$ cat src/rtl/reg_share_arbiter_pkg.sv
// Shared definitions for the register-sharing arbiter: state encoding and default sizing.
package reg_share_arbiter_pkg;

  typedef enum logic {
    IDLE = 1'b0,
    BUSY = 1'b1
  } state_t;

  localparam int unsigned N_REQ_DEF    = 4;
  localparam int unsigned WIDTH_DEF    = 8;
  localparam int unsigned HOLD_CYC_DEF = 2;

  // Hold counter width; HOLD_CYC tops out at 15.
  localparam int unsigned CNT_W = 4;

endpackage

$ cat src/rtl/reg_share_arbiter_if.sv
// Requester-side bus of the register-sharing arbiter.
interface reg_share_arbiter_if
  import reg_share_arbiter_pkg::*;
#(
  parameter int unsigned N_REQ = N_REQ_DEF,
  parameter int unsigned WIDTH = WIDTH_DEF
);

  localparam int unsigned IDX_W = (N_REQ > 1) ? $clog2(N_REQ) : 1;

  logic [N_REQ-1:0]       req;
  logic [N_REQ*WIDTH-1:0] wdata;
  logic [N_REQ-1:0]       gnt;
  logic [WIDTH-1:0]       q;
  logic [WIDTH-1:0]       qbar;
  logic [IDX_W-1:0]       owner;
  logic                   busy;
  logic                   valid;

  // Requesters drive writes and observe the shared register.
  modport master (
    output req, wdata,
    input  gnt, q, qbar, owner, busy, valid
  );

  // The arbiter consumes writes and publishes the shared register.
  modport slave (
    input  req, wdata,
    output gnt, q, qbar, owner, busy, valid
  );

endinterface

$ cat src/rtl/rr_pick.sv
// Combinational round-robin search: first set req bit at or above ptr, wrapping to 0.
module rr_pick #(
  parameter int unsigned N_REQ = 4,
  localparam int unsigned IDX_W = (N_REQ > 1) ? $clog2(N_REQ) : 1
) (
  input  logic [N_REQ-1:0] req,
  input  logic [IDX_W-1:0] ptr,
  output logic             found,
  output logic [IDX_W-1:0] idx
);

  logic [2*N_REQ-1:0] dbl;
  int unsigned        sum;

  // Rotate req so bit 0 is the pointer position, then take the lowest set bit.
  always_comb begin
    found = 1'b0;
    idx   = '0;
    sum   = 0;
    dbl   = {req, req} >> ptr;
    for (int unsigned i = 0; i < N_REQ; i++) begin
      if (!found && dbl[i]) begin
        found = 1'b1;
        sum   = 32'(ptr) + i;
        if (sum >= N_REQ) begin
          sum = sum - N_REQ;
        end
        idx = IDX_W'(sum);
      end
    end
  end

endmodule

$ cat src/rtl/reg_share_arbiter.sv
// Round-robin arbiter granting single writes into one shared register with a hold window.
module reg_share_arbiter
  import reg_share_arbiter_pkg::*;
#(
  parameter int unsigned N_REQ    = N_REQ_DEF,
  parameter int unsigned WIDTH    = WIDTH_DEF,
  parameter int unsigned HOLD_CYC = HOLD_CYC_DEF
) (
  input logic                clk,
  input logic                rst,
  reg_share_arbiter_if.slave bus
);

  localparam int unsigned IDX_W = (N_REQ > 1) ? $clog2(N_REQ) : 1;

  state_t             state_q, state_d;
  logic [WIDTH-1:0]   data_q, data_d;
  logic [IDX_W-1:0]   owner_q, owner_d;
  logic [IDX_W-1:0]   ptr_q, ptr_d;
  logic [N_REQ-1:0]   gnt_q, gnt_d;
  logic               valid_q, valid_d;
  logic [CNT_W-1:0]   cnt_q, cnt_d;
  logic               found;
  logic [IDX_W-1:0]   win;
  logic [WIDTH-1:0]   slices [N_REQ];

  rr_pick #(
    .N_REQ (N_REQ)
  ) u_pick (
    .req   (bus.req),
    .ptr   (ptr_q),
    .found (found),
    .idx   (win)
  );

  // Unpack the write data so the winner's slice is a plain array select.
  always_comb begin
    for (int unsigned i = 0; i < N_REQ; i++) begin
      slices[i] = bus.wdata[i*WIDTH +: WIDTH];
    end
  end

  // Next-state: capture the winner on leaving IDLE, then count down the hold window.
  always_comb begin
    state_d = state_q;
    data_d  = data_q;
    owner_d = owner_q;
    ptr_d   = ptr_q;
    valid_d = valid_q;
    cnt_d   = cnt_q;
    gnt_d   = '0;
    unique case (state_q)
      IDLE: begin
        if (found) begin
          data_d  = slices[win];
          owner_d = win;
          gnt_d   = N_REQ'(1) << win;
          valid_d = 1'b1;
          ptr_d   = (win == IDX_W'(N_REQ - 1)) ? '0 : win + IDX_W'(1);
          cnt_d   = CNT_W'(HOLD_CYC - 1);
          state_d = BUSY;
        end
      end
      BUSY: begin
        // Requests are ignored here; IDLE is always visited before the next grant.
        if (cnt_q == '0) begin
          state_d = IDLE;
        end else begin
          cnt_d = cnt_q - CNT_W'(1);
        end
      end
      default: state_d = IDLE;
    endcase
  end

  // State register with asynchronous reset.
  always_ff @(posedge clk or posedge rst) begin
    if (rst) begin
      state_q <= IDLE;
      data_q  <= '0;
      owner_q <= '0;
      ptr_q   <= '0;
      gnt_q   <= '0;
      valid_q <= 1'b0;
      cnt_q   <= '0;
    end else begin
      state_q <= state_d;
      data_q  <= data_d;
      owner_q <= owner_d;
      ptr_q   <= ptr_d;
      gnt_q   <= gnt_d;
      valid_q <= valid_d;
      cnt_q   <= cnt_d;
    end
  end

  assign bus.gnt   = gnt_q;
  assign bus.q     = data_q;
  assign bus.qbar  = ~data_q;
  assign bus.owner = owner_q;
  assign bus.busy  = (state_q == BUSY);
  assign bus.valid = valid_q;

endmodule

$ cat src/flat_wrapper.sv
// flat-port wrapper written by rule: the top's interface ports become plain ports
module reg_share_arbiter_flat import reg_share_arbiter_pkg::*;
#(
  parameter int unsigned N_REQ    = N_REQ_DEF,
  parameter int unsigned WIDTH    = WIDTH_DEF,
  parameter int unsigned HOLD_CYC = HOLD_CYC_DEF
)
  (clk, rst, bus_req, bus_wdata, bus_gnt, bus_q, bus_qbar, bus_owner, bus_busy, bus_valid);
  reg_share_arbiter_if #(.N_REQ(N_REQ), .WIDTH(WIDTH)) bus_i ();
  input logic clk;
  input logic rst;
  input wire logic [$bits(bus_i.req)-1:0] bus_req;
  input wire logic [$bits(bus_i.wdata)-1:0] bus_wdata;
  output wire logic [$bits(bus_i.gnt)-1:0] bus_gnt;
  output wire logic [$bits(bus_i.q)-1:0] bus_q;
  output wire logic [$bits(bus_i.qbar)-1:0] bus_qbar;
  output wire logic [$bits(bus_i.owner)-1:0] bus_owner;
  output wire logic [$bits(bus_i.busy)-1:0] bus_busy;
  output wire logic [$bits(bus_i.valid)-1:0] bus_valid;
  assign bus_i.req = bus_req;
  assign bus_i.wdata = bus_wdata;
  assign bus_gnt = bus_i.gnt;
  assign bus_q = bus_i.q;
  assign bus_qbar = bus_i.qbar;
  assign bus_owner = bus_i.owner;
  assign bus_busy = bus_i.busy;
  assign bus_valid = bus_i.valid;
  reg_share_arbiter #(.N_REQ(N_REQ), .WIDTH(WIDTH), .HOLD_CYC(HOLD_CYC)) u_core (.clk(clk), .rst(rst), .bus(bus_i));
endmodule
$ cat config.mk
export PLATFORM = sky130hd
export DESIGN_NAME = reg_share_arbiter_flat
export DESIGN_NICKNAME = d
export VERILOG_FILES = /design/src/rtl/reg_share_arbiter_pkg.sv /design/src/rtl/reg_share_arbiter_if.sv /design/src/rtl/rr_pick.sv /design/src/rtl/reg_share_arbiter.sv /design/src/flat_wrapper.sv
export SDC_FILE = /design/constraint.sdc
export NUM_CORES = 1
export LEC_CHECK = 0
export BUFFER_PORTS_ARGS = -buffer_cell sky130_fd_sc_hd__buf_4
export CORE_MARGIN = 2
export CORE_UTILIZATION = 30
export DETAILED_ROUTE_END_ITERATION = 16
export PLACE_DENSITY = 0.63
export RECOVER_POWER = 25
export SLEW_MARGIN = 20
export SYNTH_ARGS = -nofsm -noshare
export SYNTH_HDL_FRONTEND = slang
export SYNTH_SLANG_ARGS = --single-unit
$ cat constraint.sdc
create_clock -name clk -period 2.35 [get_ports clk]
set_clock_uncertainty 0.2 [all_clocks]
set_input_delay 0.47 -clock clk [delete_from_list [all_inputs] [get_ports clk]]
set_output_delay 0.47 -clock clk [all_outputs]
set_load 0.05 [all_outputs]
# [Word-level counts from Yosys, hierarchy flattened]
# Index checks and enable logic that the tools add are counted.
[op_classes] n_addsub=9 n_lt_le_gt_ge=5 eq_ne=3 shifts=2 muxes=24 bitwise_logic=3 reduce_logical=9
[op_table] op="$mux W2" n=9
[op_table] op="$bmux W8 S2" n=1
[op_table] op="$mux W4" n=4
[op_table] op="$mux W8" n=2
[op_table] op="$ge A3 B3 Y1 const B" n=4
[op_table] op="$not A8 Y8" n=1
[op_table] op="$pmux W4 S2" n=1
[op_table] op="$shr A8 B2 Y4" n=1
[op_table] op="$sub A2 B1 Y2 const B" n=4
[op_table] op="$add A2 B2 Y3 const B" n=2
[op_table] op="$mux W1" n=6
[op_table] op="$logic_not A4 Y1" n=1
[op_table] op="$reduce_and A2 Y1" n=2
[op_table] op="$shl A1 B2 Y4 const A" n=1
[op_table] op="$sub A4 B1 Y4 const B" n=1
[op_table] op="$add A2 B1 Y3 const B" n=1
[op_table] op="$ge A2 B3 Y1 const B" n=1
[op_table] op="$logic_and A1 B1 Y1" n=3
[op_table] op="$logic_not A1 Y1" n=3
[op_table] op="$not A2 Y3" n=1
[op_table] op="$add A2 B1 Y2 const B" n=1
[op_table] op="$eq A2 B2 Y1 const B" n=1
[op_table] op="$ne A2 B1 Y1 const B" n=1
[op_table] op="$ne A2 B2 Y1 const B" n=1
[op_table] op="other kinds (2)" n=2
[word_totals] register_bits=22 input_bits=38 out_inout_bits=24 elab_cells=62

# [Depth between registers and ports, before layout]
# Gate-level depths: netlist (run 1).
[depth] word_depth=15 mapped_depth=10 ltp_nobuf=7

# [Modules after synthesis]
# A second synthesis (run 1) with hierarchy kept.
[hier_totals] cells_unflattened=113 area_unflattened_um2=1196.1
[by_module_without_submodules] module="reg_share_arbiter" n_inst=1 cells_per_inst=101 area_each_um2=1122.3 seq_area_each_um2=550.5
[by_module_without_submodules] module="rr_pick" n_inst=1 cells_per_inst=12 area_each_um2=73.8 seq_area_each_um2=0.0

# [Worst setup path after synthesis (run 1)]
# OpenSTA, ideal clock, no wires.
[synth_timing] path_kind="input -> register" start="input port bus_req[3]" end="register u_core.ptr_q[1]" setup_ns=0.117 arrival_ns=1.687 required_time_ns=2.033 setup_slack_ns=0.346 cell_stages=9 path_buffers=2 path_cell_list="nand2b_1 a21boi_2 or3_1 buf_6 inv_6 buf_12 ha_1 nand2_1 nand2_1"
[synth_via] elab_chain_len=13 elab_cells_between_ends=19 cone_classes="add/sub: 1; eq/ne: 1; shift: 1; mux: 9; reduce/logical: 7"
[synth_rtl] item="start: declaration" line_no="flat_wrapper.sv:12" source="input wire logic [$bits(bus_i.req)-1:0] bus_req;"
[synth_rtl] item="$shr A8 B2 Y4 (*)" line_no="rr_pick.sv:20" source="dbl = {req, req} >> ptr;"
[synth_rtl] item="$mux W1" line_no="rr_pick.sv:22" source="if (!found && dbl[i]) begin"
[synth_rtl] item="$logic_not A1 Y1" line_no="rr_pick.sv:22"
[synth_rtl] item="$logic_and A1 B1 Y1" line_no="rr_pick.sv:22"
[synth_rtl] item="$mux W1" line_no="rr_pick.sv:22"
[synth_rtl] item="$logic_not A1 Y1" line_no="rr_pick.sv:22"
[synth_rtl] item="$logic_and A1 B1 Y1" line_no="rr_pick.sv:22"
[synth_rtl] item="$mux W1" line_no="rr_pick.sv:22"
[synth_rtl] item="$logic_not A1 Y1" line_no="rr_pick.sv:22"
[synth_rtl] item="$logic_and A1 B1 Y1" line_no="rr_pick.sv:22"
[synth_rtl] item="$mux W2" line_no="rr_pick.sv:22"
[synth_rtl] item="$add A2 B1 Y2 / $eq A2 B2 Y1 (equally long branches)" line_no="reg_share_arbiter.sv:59" source="ptr_d = (win == IDX_W'(N_REQ - 1)) ? '0 : win + IDX_W'(1);"
[synth_rtl] item="$mux W2" line_no="reg_share_arbiter.sv:59"
[synth_rtl] item="end signal: assignment" line_no="reg_share_arbiter.sv:90" source="ptr_q <= ptr_d;"
[synth_rtl] item="end: declaration" line_no="reg_share_arbiter.sv:19" source="logic [IDX_W-1:0] ptr_q, ptr_d;"
# Every way passes the cells marked *; elsewhere a longest branch is shown, timed or not.
# A chain may end at the register's enable or synchronous reset.

# [Worst setup path in the final report (run 1)]
[layout_timing] start="register u_core.ptr_q[1]" end="register u_core.data_q[1], in the netlist u_core.bus.q[1]"
[layout_via] elab_chain_len=15 elab_cells_between_ends=35 cone_classes="add/sub: 7; order compare: 4; shift: 1; mux: 15; bitwise: 1; reduce/logical: 7"
[layout_rtl] item="parallel branches: the longest is 15 deep, another holds $add A2 B1 Y3"
[layout_rtl] item="end signal: assignment" line_no="reg_share_arbiter.sv:88" source="data_q <= data_d;"
[layout_rtl] item="end: declaration" line_no="reg_share_arbiter.sv:17" source="logic [WIDTH-1:0] data_q, data_d;"
# Several ways; the timed one is not identified. The select of a mux whose other input is x is not followed.

==> flow_metrics.tcl, run 1 <==
set metrics [dict create \
    hold_violations 0 \
    maxCapViolations 0 \
    drt-initial-drc-count 67 \
    max_stage_delay_ns 0.48 \
    worst_setup_path_start_kind "flop" \
    htree_levels 1 \
    drc 0 \
    path_clk_slew_ns 0.08 \
    peakVddDrop_uv 423.9 \
    synth_edf_count 0 \
    portBuffers 61 \
    final_antenna_net_count 0 \
    relSlewSlack 0.2435 \
    num_vias 1159 \
    cts_hold_buf 0 \
    design_area_sq_um 1847 \
    synth.area.top_cells "dfrtp_1 (43%), mux2i_1 (7.0%), a221oi_2 (7.0%)" \
    holdCritPathClass "flop to flop" \
    nets 236 \
    drive_above_1_share 0.4410 \
    fp.dieH_um 69.29 \
    worstSetupStartpoint "u_core.ptr_q[1]$_DFFE_PP0P_" \
    yosysMostFrequentCell "dfrtp_1" \
    met1_usage 0.1878 \
    core_area_sq_um 4058 \
    first_global_vias 1121 \
    cts_tree "yes" \
    min_period_ns 2.040 \
    synth_top_cells_by_count "dfrtp_1 (22), nand2_1 (15), inv_1 (13)" \
    yosys_warnings 0 \
    avgViaCountPerCell 4.731 \
    synth-seq-cells 22 \
    worstPathCellList "mux2i_1 > or2_2 > nand3_1 > inv_1 > nor2_2 > a221oi_1" \
    worstPathMaxFanout 8 \
    holdPathStages 1 \
    syn_inst 129 \
    grtUsageMet3 0.02471 \
    cts_resized 0 \
    critPathKind "flop to flop" \
    synth_cell_types 38 \
    avgSynthCellArea_sq_um 9.913 \
    rsz0062_at_grt "no" \
    hold_start "u_core.bus.valid$_DFFE_PP0P_" \
    synth.top_cell.area_share 0.4305 \
    async_flop_share 1.000 \
    setup_violations 0 \
    clock_latency_ns 0.26 \
    rr_worst_depth 6 \
    place_congestion 0.7309 \
    grt_busiest_layer "met2" \
    critPathCaptureType "flop" \
    root_buffer "clkbuf_8" \
    worstHoldEndpoint "u_core.bus.valid$_DFFE_PP0P_" \
    place_area_sq_um 1795 \
    cts.path.max_buffers 2 \
    cts_buffers 3 \
    grt_pass1_wl_um 5457 \
    wirelength_um 3195 \
    yosysTopAreaCell "dfrtp_1" \
    r2r_end "u_core.bus.q[1]$_DFFE_PP0P_" \
    grt_max_degree 23 \
    antenna_found_initial 0 \
    fin_tns_setup_ns 0 \
    fmax_mhz 490.3 \
    synth_flop_cell "dfrtp_1" \
    yosysSeqAreaShare 0.4305 \
    status "complete, no violations" \
    track_usage 0.1408 \
    num_rows 23 \
    drv_slew 0 \
    tightest_slew_ns 1.135 \
    crit_slowest_cell "dfrtp_1" \
    area_growth_pct 44.42 \
    synth_area_sq_um 1279 \
    gr-usage-met2 0.2212 \
    crit_required_ns 2.27 \
    finalCritPeriodShare 0.8680 \
    initial_core_util 0.3151 \
    r2r_setup_slack_ns 0.31 \
    dr.pass1.iters 4 \
    cts_setup_buffers 0 \
    wl_per_cell_um 13.04 \
    syn-num-nets 169 \
    worst_ep_arrival_time_ns 1.96 \
    fp.dieW_um 69.29 \
    p_leak_nw 0.9118 \
    p_per_area_nw_per_um2 1436 \
    io_pins 62 \
    grt_overflow 0 \
    r2r_start "u_core.ptr_q[1]$_DFFE_PP0P_" \
    final_util 0.4551 \
    die_area_sq_um 4800 \
    cts.sinks 22 \
    diodes 0 \
    detailed_place_hpwl_um 2589 \
]
## worst max-delay path, delay by kind of cell, from the launching register on
kind / cells / cell delay, ns
AO/OA/AOI/OAI: 1 / 0.14
flip-flops: 1 / 0.48
multiplexers: 1 / 0.15
buffers and inverters: 1 / 0.11
AND/OR/NAND/NOR: 3 / 0.81
## cell families (layout without fill, tap and decap cells)
family,Yosys count,in the layout,synth area share
flops,22,22,0.4305
fa+ha+maj,2,2,0.01957
mux,9,9,0.07045
compound gates,26,26,0.1898
buf+inv,20,86,0.08904
simple gates,50,50,0.2006
## registers in the layout, summed over array words and instances, names as in the netlist
signal and count:
u_core.ptr_q 2, u_core.cnt_q 4, u_core.bus.gnt 4, u_core.bus.busy 1
u_core.bus.owner 2, u_core.bus.valid 1, u_core.bus.q 8
## area by class of cell
type	instances	area [sq um]
fill	408	2211
multi-input combinational	87	614.3
sequential	22	550.5
timing repair buffer	68	506.7
tap	50	62.56
inverter	14	57.56
clock buffer	4	55.05
## through the flow
stage	worst slack (ns)	std cells	hold WS (ns)	power, mW
2_1_floorplan	0.3461	129	0.2592	1.929
4_1_cts	0.2991	245	0.04432	2.676
5_1_grt	0.1328	245	0.3279	2.831
6_report	0.3102	245	0.2858	2.651
3_5_place_dp	0.2263	241	0.2680	2.406
3_3_place_gp	0.2330	241	0.2624	2.392
## how the worst max path moves through the flow
stage / to / slack (ns) / depth (start not counted)
5_1_grt: u_core.bus.q[1]$_DFFE_PP0P_ / 0.13 / 6
6_report: u_core.bus.q[1]$_DFFE_PP0P_ / 0.31 / 6
3_5_place_dp: u_core.bus.q[5]$_DFFE_PP0P_ / 0.23 / 7
4_1_cts: u_core.bus.q[1]$_DFFE_PP0P_ / 0.30 / 6
2_1_floorplan: u_core.ptr_q[1]$_DFFE_PP0P_ / 0.35 / 9
3_3_place_gp: u_core.bus.q[5]$_DFFE_PP0P_ / 0.23 / 7
## placed cells by master, fill, tap and decap left out, types with 2 or more instances in the layout
| cell type | n |
|---|---|
| or2_2 | 2 |
| inv_1 | 13 |
| mux2i_1 | 9 |
| ha_1 | 2 |
| clkbuf_8 | 4 |
| o21ai_0 | 3 |
| buf_4 | 66 |
| dfrtp_1 | 22 |
| nand2_1 | 15 |
| a221oi_2 | 6 |
| nand3_1 | 2 |
| nand2b_1 | 5 |
| a211oi_1 | 7 |
| nor3_1 | 10 |
| nor2_1 | 6 |
## routing by layer
metal,vias up,wire [um]
li1,595,-
met2,30,1541
met1,530,1428
met5,-,0
met3,4,166
met4,0,59
## report_power, final
group          internal (mW)  switching, mW
clock network          0.149          0.118
logic                  0.585           1.14
registers              0.539          0.122
total                   1.27           1.38
Note: power is estimated with default switching activity, not from simulation.
==> inputs of run 2 (changes only) <==
--- a/config.mk
+++ b/config.mk
@@ -9,9 +9,10 @@
 export CORE_MARGIN = 2
 export CORE_UTILIZATION = 30
 export DETAILED_ROUTE_END_ITERATION = 16
-export PLACE_DENSITY = 0.63
+export PLACE_DENSITY = 0.64
 export RECOVER_POWER = 25
 export SLEW_MARGIN = 20
 export SYNTH_ARGS = -nofsm -noshare
 export SYNTH_HDL_FRONTEND = slang
+export SYNTH_HIERARCHICAL = 1
 export SYNTH_SLANG_ARGS = --single-unit
==> run 2 against run 1 <==
Compared with the run above:
- register-to-register slack lost 0.12 ns
- worst hold slack about the same
- via count shrank 9.0%
- cell count fell by 7.8%
- core utilization increased by 2.5 points
- global-route usage up 1.7 points
- critical endpoint is now u_core/bus.q[5]$_DFFE_PP0P_
- largest cell class unchanged
- largest power group unchanged
==> flow_metrics.tcl, run 2 <==
set metrics [dict create \
    yosysMostFrequentCell "dfrtp_1" \
    io_pins 62 \
    r2r_setup_slack_ns 0.19 \
    critPathKind "flop to flop" \
    crit_slowest_cell "mux4_2" \
    yosys_warnings 6 \
    core_area_sq_um 3744 \
    grt_pass1_wl_um 5306 \
    tightest_slew_ns 1.202 \
    drv_slew 0 \
    critPathCaptureType "flop" \
    die_area_sq_um 4508 \
    synth_top_cells_by_count "dfrtp_1 (22), inv_1 (16), nand2_1 (16)" \
    synth_area_sq_um 1196 \
    rr_worst_depth 7 \
    holdCritPathClass "flop to flop" \
    setup_violations 0 \
    hold_start "u_core/bus.valid$_DFFE_PP0P_" \
    cts.path.max_buffers 2 \
    fp.dieW_um 67.15 \
    yosysTopAreaCell "dfrtp_1" \
    final_cells 226 \
    maxCapViolations 0 \
    crit_required_ns 2.32 \
    drt-initial-drc-count 28 \
    worstPathCellList "mux2i_1 > nor2_1 > a311oi_2 > buf_6 > mux4_2 > nand2_1 > o21ai_1" \
    synth.top_cell.area_share 0.4603 \
    wirelength_um 3195 \
    place_congestion 0.7655 \
    status "complete, no violations" \
    syn_inst 113 \
    clock_latency_ns 0.27 \
    synth_flop_cell "dfrtp_1" \
    num_vias 1055 \
    wl_per_cell_um 14.14 \
    root_buffer "clkbuf_8" \
    min_period_ns 2.158 \
    r2r_end "u_core/bus.q[5]$_DFFE_PP0P_" \
    detailed_place_hpwl_um 2573 \
    worst_setup_path_start_kind "flop" \
    cts_tree "yes" \
    final_antenna_net_count 0 \
    nets 222 \
    portBuffers 61 \
    hold_violations 0 \
    p_leak_nw 0.9017 \
    fin_tns_setup_ns 0 \
    holdPathStages 1 \
    worstPathMaxFanout 12 \
    rsz0062_at_grt "no" \
    htree_levels 1 \
    synth_edf_count 0 \
    whs_ns 0.2853 \
    avgViaCountPerCell 4.668 \
    antenna_found_initial 0 \
    relSlewSlack 0.1987 \
    setup_ws_ns 0.1916 \
    cts_buffers 3 \
    worstHoldEndpoint "u_core/bus.valid$_DFFE_PP0P_" \
    peakVddDrop_uv 662.5 \
    mostFrequentLayoutCells "buf_4 (63), dfrtp_1 (21), inv_1 (16), nand2_1 (16), o21ai_1 (9)" \
    dr.pass1.iters 4 \
    syn-num-nets 156 \
    drive_above_1_share 0.4494 \
    track_usage 0.1574 \
    synth.area.top_cells "dfrtp_1 (46%), mux4_2 (15%), ha_1 (5.2%)" \
    final_common_cell "buf_4" \
    largest_reg_flops 8 \
    p_total_mw 2.669 \
    synth-seq-cells 22 \
    finalCritPeriodShare 0.9185 \
    post-place-ws_ns 0.02679 \
    r2r_start "u_core/ptr_q[1]$_DFFE_PP0P_" \
    async_flop_share 1.000 \
    max_stage_delay_ns 0.52 \
    avgSynthCellArea_sq_um 10.59 \
    drc 0 \
    diodes 0 \
    first_global_vias 1130 \
    area_growth_pct 50.42 \
    path_clk_slew_ns 0.09 \
    fmax_mhz 463.3 \
    cts.sinks 22 \
    synth_cell_types 23 \
    grt_overflow 0 \
    placed_cells 222 \
    cts_setup_buffers 0 \
    worst_ep_arrival_time_ns 2.12 \
    fp.dieH_um 67.15 \
    initial_core_util 0.3195 \
    p_per_area_nw_per_um2 1483 \
    grt_max_degree 23 \
    yosysSeqAreaShare 0.4603 \
    num_rows 22 \
]
run 2: where the power goes:
part / leakage (nW) / internal [mW] / switching [mW]
clock: 0.0357 / 0.228 / 0.132
sequential: 0.271 / 0.539 / 0.115
combinational: 0.595 / 0.581 / 1.07
total: 0.902 / 1.35 / 1.32
run 2: through the flow:
stage	area, sq um	util
2_1_floorplan	1196	-
3_3_place_gp	1727	0.4612
3_5_place_dp	1727	0.4612
4_1_cts	1798	0.4803
5_1_grt	1799	0.4806
6_report	1799	0.4806
run 2: metal layers:
metal,share of wire,up-vias,global-route usage
met5,0,-,0
met4,0.018,0,0.04847
met3,0.037,6,0.04000
met2,0.55,26,0.2859
met1,0.40,508,0.1807
li1,-,515,-
run 2: layout make-up:
cell class                      count  area (sq um)
Sequential cell                    22         551.8
Inverter                           16         60.06
Multi-Input combinational cell     70         560.5
Clock buffer                        3         41.29
Timing Repair Buffer               66         495.5
Clock inverter                      1         30.03
Tap cell                           48         60.06
Fill cell                         375          1944
run 2: cell families after synthesis:
logic type               after synthesis  synth area share
multiplexers                          11            0.1757
buffers and inverters                 21           0.07636
AO/OA/AOI/OAI                         22            0.1098
flip-flops                            22            0.4603
AND/OR/NAND/NOR                       32            0.1255
adder cells (fa/ha/maj)                5           0.05230
run 2: worst max-delay path, delay by kind of cell, from the launching register on:
kind | cells | cell delay (ns)
buffers and inverters | 1 | 0.23
multiplexers | 2 | 0.71
AND/OR/NAND/NOR | 2 | 0.16
AO/OA/AOI/OAI | 2 | 0.32
flip-flops | 1 | 0.43
run 2: how the worst max path moves through the flow:
stage | from | end | slack [ns]
after CTS | u_core/ptr_q[1]$_DFFE_PP0P_ | u_core/bus.q[4]$_DFFE_PP0P_ | 0.08
after floorplan | bus_req[2] | u_core/bus.q[0]$_DFFE_PP0P_ | 0.13
final | u_core/ptr_q[1]$_DFFE_PP0P_ | u_core/bus.q[5]$_DFFE_PP0P_ | 0.19
after detailed placement | bus_req[0] | u_core/bus.q[1]$_DFFE_PP0P_ | 0.03
after global routing | u_core/ptr_q[1]$_DFFE_PP0P_ | u_core/bus.q[4]$_DFFE_PP0P_ | 0.06
after global placement | bus_req[0] | u_core/bus.q[4]$_DFFE_PP0P_ | 0.09
run 2: what timing repair did:
item,CTS,global route
hold buffers,0,0
endpoints found under the setup margin,0,8
resized for setup,0,2
